**config.mk**
```make
export PLATFORM = sky130hd
export DESIGN_NAME = ins_fetch_unit
export DESIGN_NICKNAME = d
export VERILOG_FILES = /design/src/rtl/ifetch_pkg.sv /design/src/rtl/ins_cache_array.sv /design/src/rtl/ins_fetch_unit.sv
export SDC_FILE = /design/constraint.sdc
export NUM_CORES = 2
export LEC_CHECK = 0
export ABC_AREA = 0
export CAP_MARGIN = 15
export CORE_ASPECT_RATIO = 0.6
export CORE_MARGIN = 2
export CORE_UTILIZATION = 45
export DETAILED_ROUTE_END_ITERATION = 8
export GPL_ROUTABILITY_DRIVEN = 0
export PLACE_DENSITY_LB_ADDON = 0.08
export SLEW_MARGIN = 20
export SYNTH_ARGS = -nofsm -noshare
export SYNTH_HDL_FRONTEND = slang
export SYNTH_SLANG_ARGS = --single-unit
```
**constraint.sdc**
```tcl
create_clock -name clk -period 25.1 [get_ports clk]
set_input_delay 5.02 -clock clk [delete_from_list [all_inputs] [get_ports clk]]
set_output_delay 5.02 -clock clk [all_outputs]
set_load 0.02 [all_outputs]
```
**src/rtl/ifetch_pkg.sv**
```systemverilog
// ifetch_pkg
// Shared definitions for the instruction-fetch stage.
//   fetch_state_t : refill state machine encoding (RUN, REFILL)
//   calc_off_w    : byte-offset width of a cache line (word select + byte bits)
//   calc_idx_w    : cache line index width
//   calc_tag_w    : tag width left over once index and offset are removed
package ifetch_pkg;

    typedef enum logic {
        RUN    = 1'b0,
        REFILL = 1'b1
    } fetch_state_t;

    function automatic int calc_off_w(input int words_per_line);
        return $clog2(words_per_line * 4);
    endfunction

    function automatic int calc_idx_w(input int lines);
        return $clog2(lines);
    endfunction

    function automatic int calc_tag_w(input int addr_w, input int words_per_line, input int lines);
        return addr_w - calc_idx_w(lines) - calc_off_w(words_per_line);
    endfunction

endpackage

```
**src/rtl/ins_cache_array.sv**
```systemverilog
// ins_cache_array
// Direct-mapped instruction cache storage: tag, valid and data arrays.
// Reads are combinational; a whole line is written on the rising edge.
// Ports:
//   clk, rst       : clock, asynchronous active-high reset (valid bits only)
//   flush          : clear every valid bit at the next edge
//   rd_idx/rd_tag  : lookup line index and tag
//   rd_word        : word select within the line
//   rd_hit         : line valid and tag matches
//   rd_ins         : selected instruction word of the indexed line
//   wr_en          : write a full line (data, tag, valid)
//   wr_idx/wr_tag  : line being written and its tag
//   wr_line        : refill data, word 0 in the least significant bits
module ins_cache_array
    import ifetch_pkg::*;
#(
    parameter int ADDR_W         = 32,
    parameter int INS_W          = 32,
    parameter int WORDS_PER_LINE = 4,
    parameter int LINES          = 16
) (
    input  logic                              clk,
    input  logic                              rst,
    input  logic                              flush,
    input  logic [calc_idx_w(LINES)-1:0]      rd_idx,
    input  logic [calc_tag_w(ADDR_W, WORDS_PER_LINE, LINES)-1:0] rd_tag,
    input  logic [calc_off_w(WORDS_PER_LINE)-3:0] rd_word,
    output logic                              rd_hit,
    output logic [INS_W-1:0]                  rd_ins,
    input  logic                              wr_en,
    input  logic [calc_idx_w(LINES)-1:0]      wr_idx,
    input  logic [calc_tag_w(ADDR_W, WORDS_PER_LINE, LINES)-1:0] wr_tag,
    input  logic [INS_W*WORDS_PER_LINE-1:0]   wr_line
);

    localparam int TAG_W = calc_tag_w(ADDR_W, WORDS_PER_LINE, LINES);

    logic [LINES-1:0] valid_q;
    logic [TAG_W-1:0] tag_mem  [LINES];
    logic [INS_W-1:0] data_mem [LINES][WORDS_PER_LINE];

    assign rd_hit = valid_q[rd_idx] && (tag_mem[rd_idx] == rd_tag);
    assign rd_ins = data_mem[rd_idx][rd_word];

    // Only the valid bits need a reset; stale tag/data behind a cleared
    // valid bit can never produce a hit.
    always_ff @(posedge clk or posedge rst) begin
        if (rst) begin
            valid_q <= '0;
        end else begin
            if (flush) begin
                valid_q <= '0;
            end
            // A line written in the same cycle as a flush survives it:
            // the later assignment to that bit wins.
            if (wr_en) begin
                valid_q[wr_idx] <= 1'b1;
            end
        end
    end

    always_ff @(posedge clk) begin
        if (wr_en) begin
            tag_mem[wr_idx] <= wr_tag;
            for (int w = 0; w < WORDS_PER_LINE; w++) begin
                data_mem[wr_idx][w] <= wr_line[w*INS_W +: INS_W];
            end
        end
    end

endmodule

```
**src/rtl/ins_fetch_unit.sv**
```systemverilog
// ins_fetch_unit
// Instruction-fetch stage: PC register, direct-mapped instruction cache and
// a blocking-miss refill state machine. One registered instruction per cycle
// is produced on cache hits.
// Ports:
//   clk, rst                 : clock, asynchronous active-high reset
//   i_stall                  : downstream not ready, hold outputs and PC
//   i_redirect/_pc           : load a new PC and drop the current output
//   i_flush                  : invalidate every cache line
//   o_mem_req/o_mem_addr     : refill request and line-aligned address
//   i_mem_ack/i_mem_data     : refill line return
//   o_valid/o_ins/o_pc       : registered fetch result
//   o_pc_plus4               : o_pc + 4
//   o_hit                    : most recent lookup hit
//
// Refill handshake: o_mem_req is high for every cycle the FSM is in REFILL,
// with o_mem_addr held constant. Memory answers with a single-cycle
// i_mem_ack carrying the whole line on i_mem_data; the line is written on
// that edge and o_mem_req drops the following cycle. i_mem_ack seen while
// no request is outstanding is ignored. A reset drops o_mem_req at once and
// the memory side must forget the request.
module ins_fetch_unit
    import ifetch_pkg::*;
#(
    parameter int              ADDR_W         = 32,
    parameter int              INS_W          = 32,  // must be 32: PC steps by 4
    parameter int              WORDS_PER_LINE = 4,
    parameter int              LINES          = 16,
    parameter logic [ADDR_W-1:0] RESET_PC     = '0
) (
    input  logic                            clk,
    input  logic                            rst,
    input  logic                            i_stall,
    input  logic                            i_redirect,
    input  logic [ADDR_W-1:0]               i_redirect_pc,
    input  logic                            i_flush,
    output logic                            o_mem_req,
    output logic [ADDR_W-1:0]               o_mem_addr,
    input  logic                            i_mem_ack,
    input  logic [INS_W*WORDS_PER_LINE-1:0] i_mem_data,
    output logic                            o_valid,
    output logic [INS_W-1:0]                o_ins,
    output logic [ADDR_W-1:0]               o_pc,
    output logic [ADDR_W-1:0]               o_pc_plus4,
    output logic                            o_hit
);

    localparam int OFF_W = calc_off_w(WORDS_PER_LINE);
    localparam int IDX_W = calc_idx_w(LINES);
    localparam int TAG_W = calc_tag_w(ADDR_W, WORDS_PER_LINE, LINES);

    fetch_state_t      state_q;
    fetch_state_t      state_d;
    logic [ADDR_W-1:0] pc_q;
    logic [ADDR_W-1:0] pc_d;
    logic [ADDR_W-1:0] pc_plus4;
    logic [ADDR_W-1:0] line_addr;
    logic [ADDR_W-1:0] miss_addr_q;

    logic              lu_hit;
    logic [INS_W-1:0]  lu_ins;

    logic              issue;       // register a hit to the outputs
    logic              start_miss;  // capture the miss line address
    logic              kill_out;    // force o_valid low
    logic              cache_wr;
    logic              cache_flush;

    assign pc_plus4    = pc_q + ADDR_W'(4);
    assign line_addr   = {pc_q[ADDR_W-1:OFF_W], {OFF_W{1'b0}}};
    // A redirect in the same cycle outranks a flush.
    assign cache_flush = i_flush & ~i_redirect;
    assign o_mem_req   = (state_q == REFILL);
    assign o_mem_addr  = miss_addr_q;

    ins_cache_array #(
        .ADDR_W         (ADDR_W),
        .INS_W          (INS_W),
        .WORDS_PER_LINE (WORDS_PER_LINE),
        .LINES          (LINES)
    ) u_cache (
        .clk     (clk),
        .rst     (rst),
        .flush   (cache_flush),
        .rd_idx  (pc_q[OFF_W+IDX_W-1:OFF_W]),
        .rd_tag  (pc_q[ADDR_W-1:OFF_W+IDX_W]),
        .rd_word (pc_q[OFF_W-1:2]),
        .rd_hit  (lu_hit),
        .rd_ins  (lu_ins),
        .wr_en   (cache_wr),
        .wr_idx  (miss_addr_q[OFF_W+IDX_W-1:OFF_W]),
        .wr_tag  (miss_addr_q[ADDR_W-1:OFF_W+IDX_W]),
        .wr_line (i_mem_data)
    );

    always_ff @(posedge clk or posedge rst) begin
        if (rst) begin
            state_q <= RUN;
        end else begin
            state_q <= state_d;
        end
    end

    always_comb begin
        state_d    = state_q;
        pc_d       = pc_q;
        issue      = 1'b0;
        start_miss = 1'b0;
        kill_out   = 1'b0;
        cache_wr   = 1'b0;
        case (state_q)
            RUN: begin
                if (i_redirect) begin
                    pc_d     = i_redirect_pc;
                    kill_out = 1'b1;
                end else if (i_flush) begin
                    kill_out = 1'b1;
                end else if (i_stall) begin
                    // hold everything, including a pending miss
                end else if (lu_hit) begin
                    issue = 1'b1;
                    pc_d  = pc_plus4;
                end else begin
                    start_miss = 1'b1;
                    state_d    = REFILL;
                end
            end
            REFILL: begin
                // Stall does not block the refill; a redirect only moves the
                // PC and lets the outstanding line land in the cache.
                if (i_mem_ack) begin
                    cache_wr = 1'b1;
                    state_d  = RUN;
                end
                if (i_redirect) begin
                    pc_d     = i_redirect_pc;
                    kill_out = 1'b1;
                end else if (i_flush) begin
                    kill_out = 1'b1;
                end
            end
            default: begin
                state_d = RUN;
            end
        endcase
    end

    always_ff @(posedge clk or posedge rst) begin
        if (rst) begin
            pc_q        <= RESET_PC;
            miss_addr_q <= '0;
            o_valid     <= 1'b0;
            o_hit       <= 1'b0;
            o_ins       <= '0;
            o_pc        <= '0;
            o_pc_plus4  <= ADDR_W'(4);
        end else begin
            pc_q <= pc_d;
            if (kill_out) begin
                o_valid <= 1'b0;
            end else if (issue) begin
                o_valid    <= 1'b1;
                o_hit      <= 1'b1;
                o_ins      <= lu_ins;
                o_pc       <= pc_q;
                o_pc_plus4 <= pc_plus4;
            end else if (start_miss) begin
                o_valid     <= 1'b0;
                o_hit       <= 1'b0;
                miss_addr_q <= line_addr;
            end
        end
    end

endmodule

```
Word-level counts from Yosys, hierarchy flattened
Memory sizes are Yosys's and may differ from the RTL's.
Cells that the tools add are included.

word-level totals
  RAM bits = 2432
  register bits after elaboration = 175
  memories = 2
  logic and storage cells = 72

operators by class
  equal/unequal tests = 5
  $lt $le $gt $ge = 4
  multiplexer cells = 36
  bitwise operators = 7
  reductions and logical operators = 8
  add/subtract/negate cells = 1

memories
  name              words  width  rd ports  clocked after Yosys merged registers in  write ports  line                   source
  u_cache.data_mem  16     128    1         0                                        1            ins_cache_array.sv:40  logic [INS_W-1:0] data_mem [LINES][WORDS_PER_LINE];
  u_cache.tag_mem   16     24     1         0                                        1            ins_cache_array.sv:39  logic [TAG_W-1:0] tag_mem [LINES];

operators with widths
  cell                                                                           number
  32-bit 2-to-1 mux                                                              7
  32-bit binary-select mux with 2-bit select                                     1
  32-bit case mux with 2 select lines                                            1
  32-bit by 3-bit adder with 32-bit output (second input constant)               1
  16-bit 2-to-1 mux                                                              2
  24-bit equality test                                                           1
  1-bit 2-to-1 mux                                                               22
  16-bit bitwise OR                                                              1
  4-bit by 5-bit less-than comparator with 1-bit output (second input constant)  2
  3-bit inequality test (second input constant)                                  3
  1-bit binary-select mux with 4-bit select                                      1
  1-bit demux with 4-bit select                                                  1
  4-bit by 1-bit >= comparator with 1-bit output (second input constant)         1
  1-bit NOT                                                                      4
  2-bit AND reduction                                                            2
  4-bit AND reduction                                                            1
  3-bit >= comparator (second input constant)                                    1
  2-bit NOT with 3-bit output                                                    1
  3-bit AND reduction                                                            1
  3-bit nonzero test                                                             1
  1-bit logical AND                                                              2
  2-bit inequality test (second input constant)                                  1
  1-bit case mux with 2 select lines                                             1
  2-bit nonzero test                                                             1
  1-bit bitwise AND                                                              1

Logic depth before layout (Yosys ltp)
  depth after elaboration = 11
  depth in mapped cells = 17
  gate-level depth less buffers = 9

Cells and area by module
A second synthesis with hierarchy kept.

unflattened totals
  cell total of the unflattened synthesis = 4318
  area, all modules = 100093.5 µm²

by module, submodules not included
  module           cells each  times used  area an instance (µm²)  sequential area each (µm²)
  ins_cache_array  3586        1           93038.0                 73430.4
  ins_fetch_unit   732         1           7055.5                  3930.0

Worst setup path before layout
Ideal clock, no wire load.

  path type = input to register
  from = input i_mem_ack
  to = memory u_cache.data_mem[0][0] (netlist bit) (enable)
  arrival = 15.740 ns
  stages = 3
  slack = 8.508 ns
  buffers on the path = 0
  data required time = 24.248 ns
  cells stage by stage = nand2_1 > or3_1 > nor3_1

on the way
  word-level cells in the longest chain between the ends = 4

RTL lines
  element                                 line                   source
  from (decl)                             ins_fetch_unit.sv:39   input logic i_mem_ack,
  1-bit 2-to-1 mux                        ins_fetch_unit.sv:131  if (i_mem_ack) begin
  1-bit 2-to-1 mux                        ins_fetch_unit.sv:111  case (state_q)
  1-bit 2-to-1 mux                        ins_cache_array.sv:63  if (wr_en) begin
  1-bit 2-to-1 mux (not written as such)  ins_cache_array.sv:66  data_mem[wr_idx][w] <= wr_line[w*INS_W +: INS_W];
  to (decl)                               ins_cache_array.sv:40

No other way between the ends.

Final worst setup path
  from = input i_mem_ack
  to = memory u_cache.data_mem[8][22] (netlist bit) (enable)

The elaborated chain is that of the path after synthesis.

==> summary.md <==
| Metric | Value |
|---|---|
| Max-Cap Viols | `0` |
| CTS Buffer Depth | `4` |
| Post-CTS setup buffer count | `0` |
| Routed WL per cell | `34.0 um` |
| CP Data Arrival Time | `8.65 ns` |
| P_leak | `36.6 nW` |
| Grt total ovfl | `0` |
| Die height | `371 um` |
| Final min period | `8.17 ns` |
| Share of the yosys chip area belonging to registers | `76.8%` |
| Cell Chain, Critical Path | `clkdlybuf4s50_1 > nand2_1 > or3_1 > nor2_4 > buf_4 > buf_4 > buf_4` |
| Critical path's top delay family | `buffers and inverters` |
| Port Buf Inserts | `292` |
| Synth Register Bits | `2605` |
| Share of layout cells above drive strength 1 | `26.3%` |
| Outcome | `finished clean` |
| Post-CTS sizing | `0` |
| Area leader, netlist | `edfxtp_1` |
| Dpl cell area | `0.107 mm2` |
| Post-synthesis async set-or-reset flop share | `6.64%` |
| Worst path slowest cell | `buf_4` |
| Max-Slew Margin vs Limit | `23.3%` |
| WL final | `267000 um` |
| GRT Overall Usage | `23.4%` |
| Die W | `615 um` |
| Vias in the first global route | `47150` |
| Fin Setup TNS | `0 ns` |
| Peak VDD IR | `0.0596 mV` |
| Worst-path clk slew | `0.06 ns` |
| Power per standard cell area | `83.1 mW/mm2` |
| Max stage delay on crit path | `0.84 ns` |
| First-pass GRT wire length | `376000 um` |
| Hold Buf Count CTS | `0` |
| Core area | `0.222 mm2` |
| Top_reg_cell synth | `edfxtp_1` |
| Mapped Avg Cell Area | `23.4 um2` |
| Via-to-Cell Ratio | `6.05` |
| Synth Warn # | `0` |
| Yosys top cell area share | `72.5%` |
| Tcrit/Tclk final | `32.6%` |
| Setup Viol. Count Final | `0` |
| Commonest non-fill, non-tap cell in the layout | `edfxtp_1` |
| Post-Layout Inst Area | `0.115 mm2` |
| Maximum clock rate | `122 MHz` |
| CTS buffer count | `240` |
| Initial drt markers | `5858` |
| Max Slew Vio Count | `0` |
| H-tree depth | `4` |
| Setup crit end kind | `flop` |
| Drc violations | `0` |
| Crit Path Class | `primary input to flop` |
| TritonCTS clock tree | `yes` |
| Die area | `0.228 mm2` |
| Netlist cell types | `81` |
| Synth top area cells | `edfxtp_1 (72%), mux4_2 (16%), dfrtp_1 (4.3%)` |
| Hpwl dp | `149000 um` |
| Fin. Hold Viols | `0` |
| Layout area overhead | `13.8%` |
| Clock skew | `0.0374 ns` |
| Post-synth EDFFs | `2432` |
| CTS root buffer | `clkbuf_16` |
| RSZ-0062 raised after global routing | `false` |
| Final #Nets | `4848` |
| Hold Crit Class | `flop to flop` |
| Row cnt | `134` |
| Synthesized cell area | `0.101 mm2` |
| Post-Syn Instances | `4309` |
| Critical path launch point type | `primary input` |
| Vias | `47610` |
| Skew-Pair Late Insertion Delay | `0.88 ns` |
| Largest net degree at the start of global routing | `126` |
| DRT Pass-1 Iters | `5` |
| Critical path fanouts, max | `50` |
| Tightest Pin Transition | `1.15 ns` |
| Antenna Violating Nets Remaining | `0` |
| Most frequent cells in the layout | `edfxtp_1 (2432), mux4_2 (727), clkdlybuf4s50_1 (292)` |
| Starting Density | `45.3%` |
| Required @ worst endpoint | `25.57 ns` |
| WP buf/inv | `4` |
| Critical Path Most Common Cell | `buf_4` |
| Initial antenna violation count | `66` |
| IO Pins | `297` |
| Clock sinks | `2605` |
report_power, final:
| part | switching [mW] | leakage [nW] | internal (mW) |
|---|---|---|---|
| Combinational | 0.551 | 8.78 | 0.400 |
| Sequential | 0.115 | 24.2 | 4.88 |
| Clock | 1.58 | 3.69 | 2.00 |
| Total | 2.25 | 36.6 | 7.28 |
synthesized netlist by cell type, types with 5 or more instances:
cell type     n
or3_1         9
nand4_1       8
nand2_1      47
nor2_1       43
mux2_1       42
mux2_4       19
a21oi_1      20
a211oi_1      7
buf_1        42
xnor2_1      27
and2_1        5
o22ai_1      16
o211ai_1      8
and4_1        5
mux4_2      727
o311ai_0      9
buf_2        45
inv_1        16
mux2_2       77
o21ai_0      22
nand4b_1      8
clkbuf_1    123
o31ai_1       6
buf_6         9
buf_4        28
a22oi_1      26
nand2b_1      7
a22o_1        8
xor2_1       22
nor3_1       21
a211o_1       5
mux2i_1     102
dfrtp_1     172
a21o_1       16
and3_1       20
nand3_1      25
o22a_1        5
nor2b_1       5
buf_8         5
edfxtp_1   2432
layer usage:
metal	track usage, %	up-vias	routed length, um
met4	4.19	34	4550
li1	-	19119	-
met3	5.56	358	22600
met2	32.5	1830	114000
met1	37.8	26269	126000
met5	0	-	219
cell type report:
cell class / count / area [um2]
multi-input cells: 1434 / 22200
flip-flops and latches: 2605 / 77400
fillers: 17270 / 108000
well taps: 2992 / 3740
diodes: 6 / 15.0
repair buffers: 382 / 3790
inverters: 18 / 82.6
clock buffers: 307 / 6450
clock inverters: 120 / 1060
per-stage QoR:
stage | utilization, % | std cells | power (mW) | setup WS [ns] | hold slack (ns)
global route | 51.5 | 7861 | 9.85 | 16.86 | 0.493
CTS | 51.5 | 7858 | 9.62 | 16.97 | 0.472
detailed placement | 48.2 | 7431 | 6.04 | 16.04 | 0.462
floorplan | - | 4312 | 5.60 | 8.51 | 0.444
global placement | 48.2 | 7431 | 6.04 | 16.11 | 0.455
finish | 51.6 | 7864 | 9.53 | 16.93 | 0.476
state kept, by name, summed over array words and instances (netlist names), 16 cells and up:
| name | flops |
|---|---|
| u_cache.data_mem | 2048 |
| u_cache.tag_mem | 384 |
| o_ins | 32 |
| o_pc | 32 |
| pc_q | 32 |
| o_pc_plus4 | 30 |
| o_mem_addr | 28 |
| u_cache.valid_q | 16 |
cells by family (layout without fill, tap and decap cells):
kind of cell | after synthesis | after routing | share of synthesized area, %
AO/OA/AOI/OAI | 189 | 189 | 1.38
XOR/XNOR | 49 | 49 | 0.426
adder cells (fa/ha/maj) | 1 | 1 | 0.0124
buffers and inverters | 273 | 827 | 1.35
flip-flops | 2605 | 2605 | 76.8
multiplexers | 967 | 967 | 18.9
other | 1 | 10 | 0.00372
AND/OR/NAND/NOR | 224 | 224 | 1.17
final timing paths:
| kind | slack [ns] | cells past startpoint | start | to |
|---|---|---|---|---|
| max | 16.93 | 7 | i_mem_ack | u_cache.data_mem[8][22] |
| max reg2reg | 17.60 | 12 | pc_q[4] | o_ins[21] |
| min | 0.48 | 1 | u_cache.valid_q[6] | u_cache.valid_q[6] |
| min reg2reg | 0.48 | 1 | u_cache.valid_q[6] | u_cache.valid_q[6] |
| min in group asynchronous | 4.69 | 2 | rst | o_pc_plus4[26] |
| max in group asynchronous | 18.79 | 3 | rst | pc_q[5] |
Power figures use the tool's default switching activity.
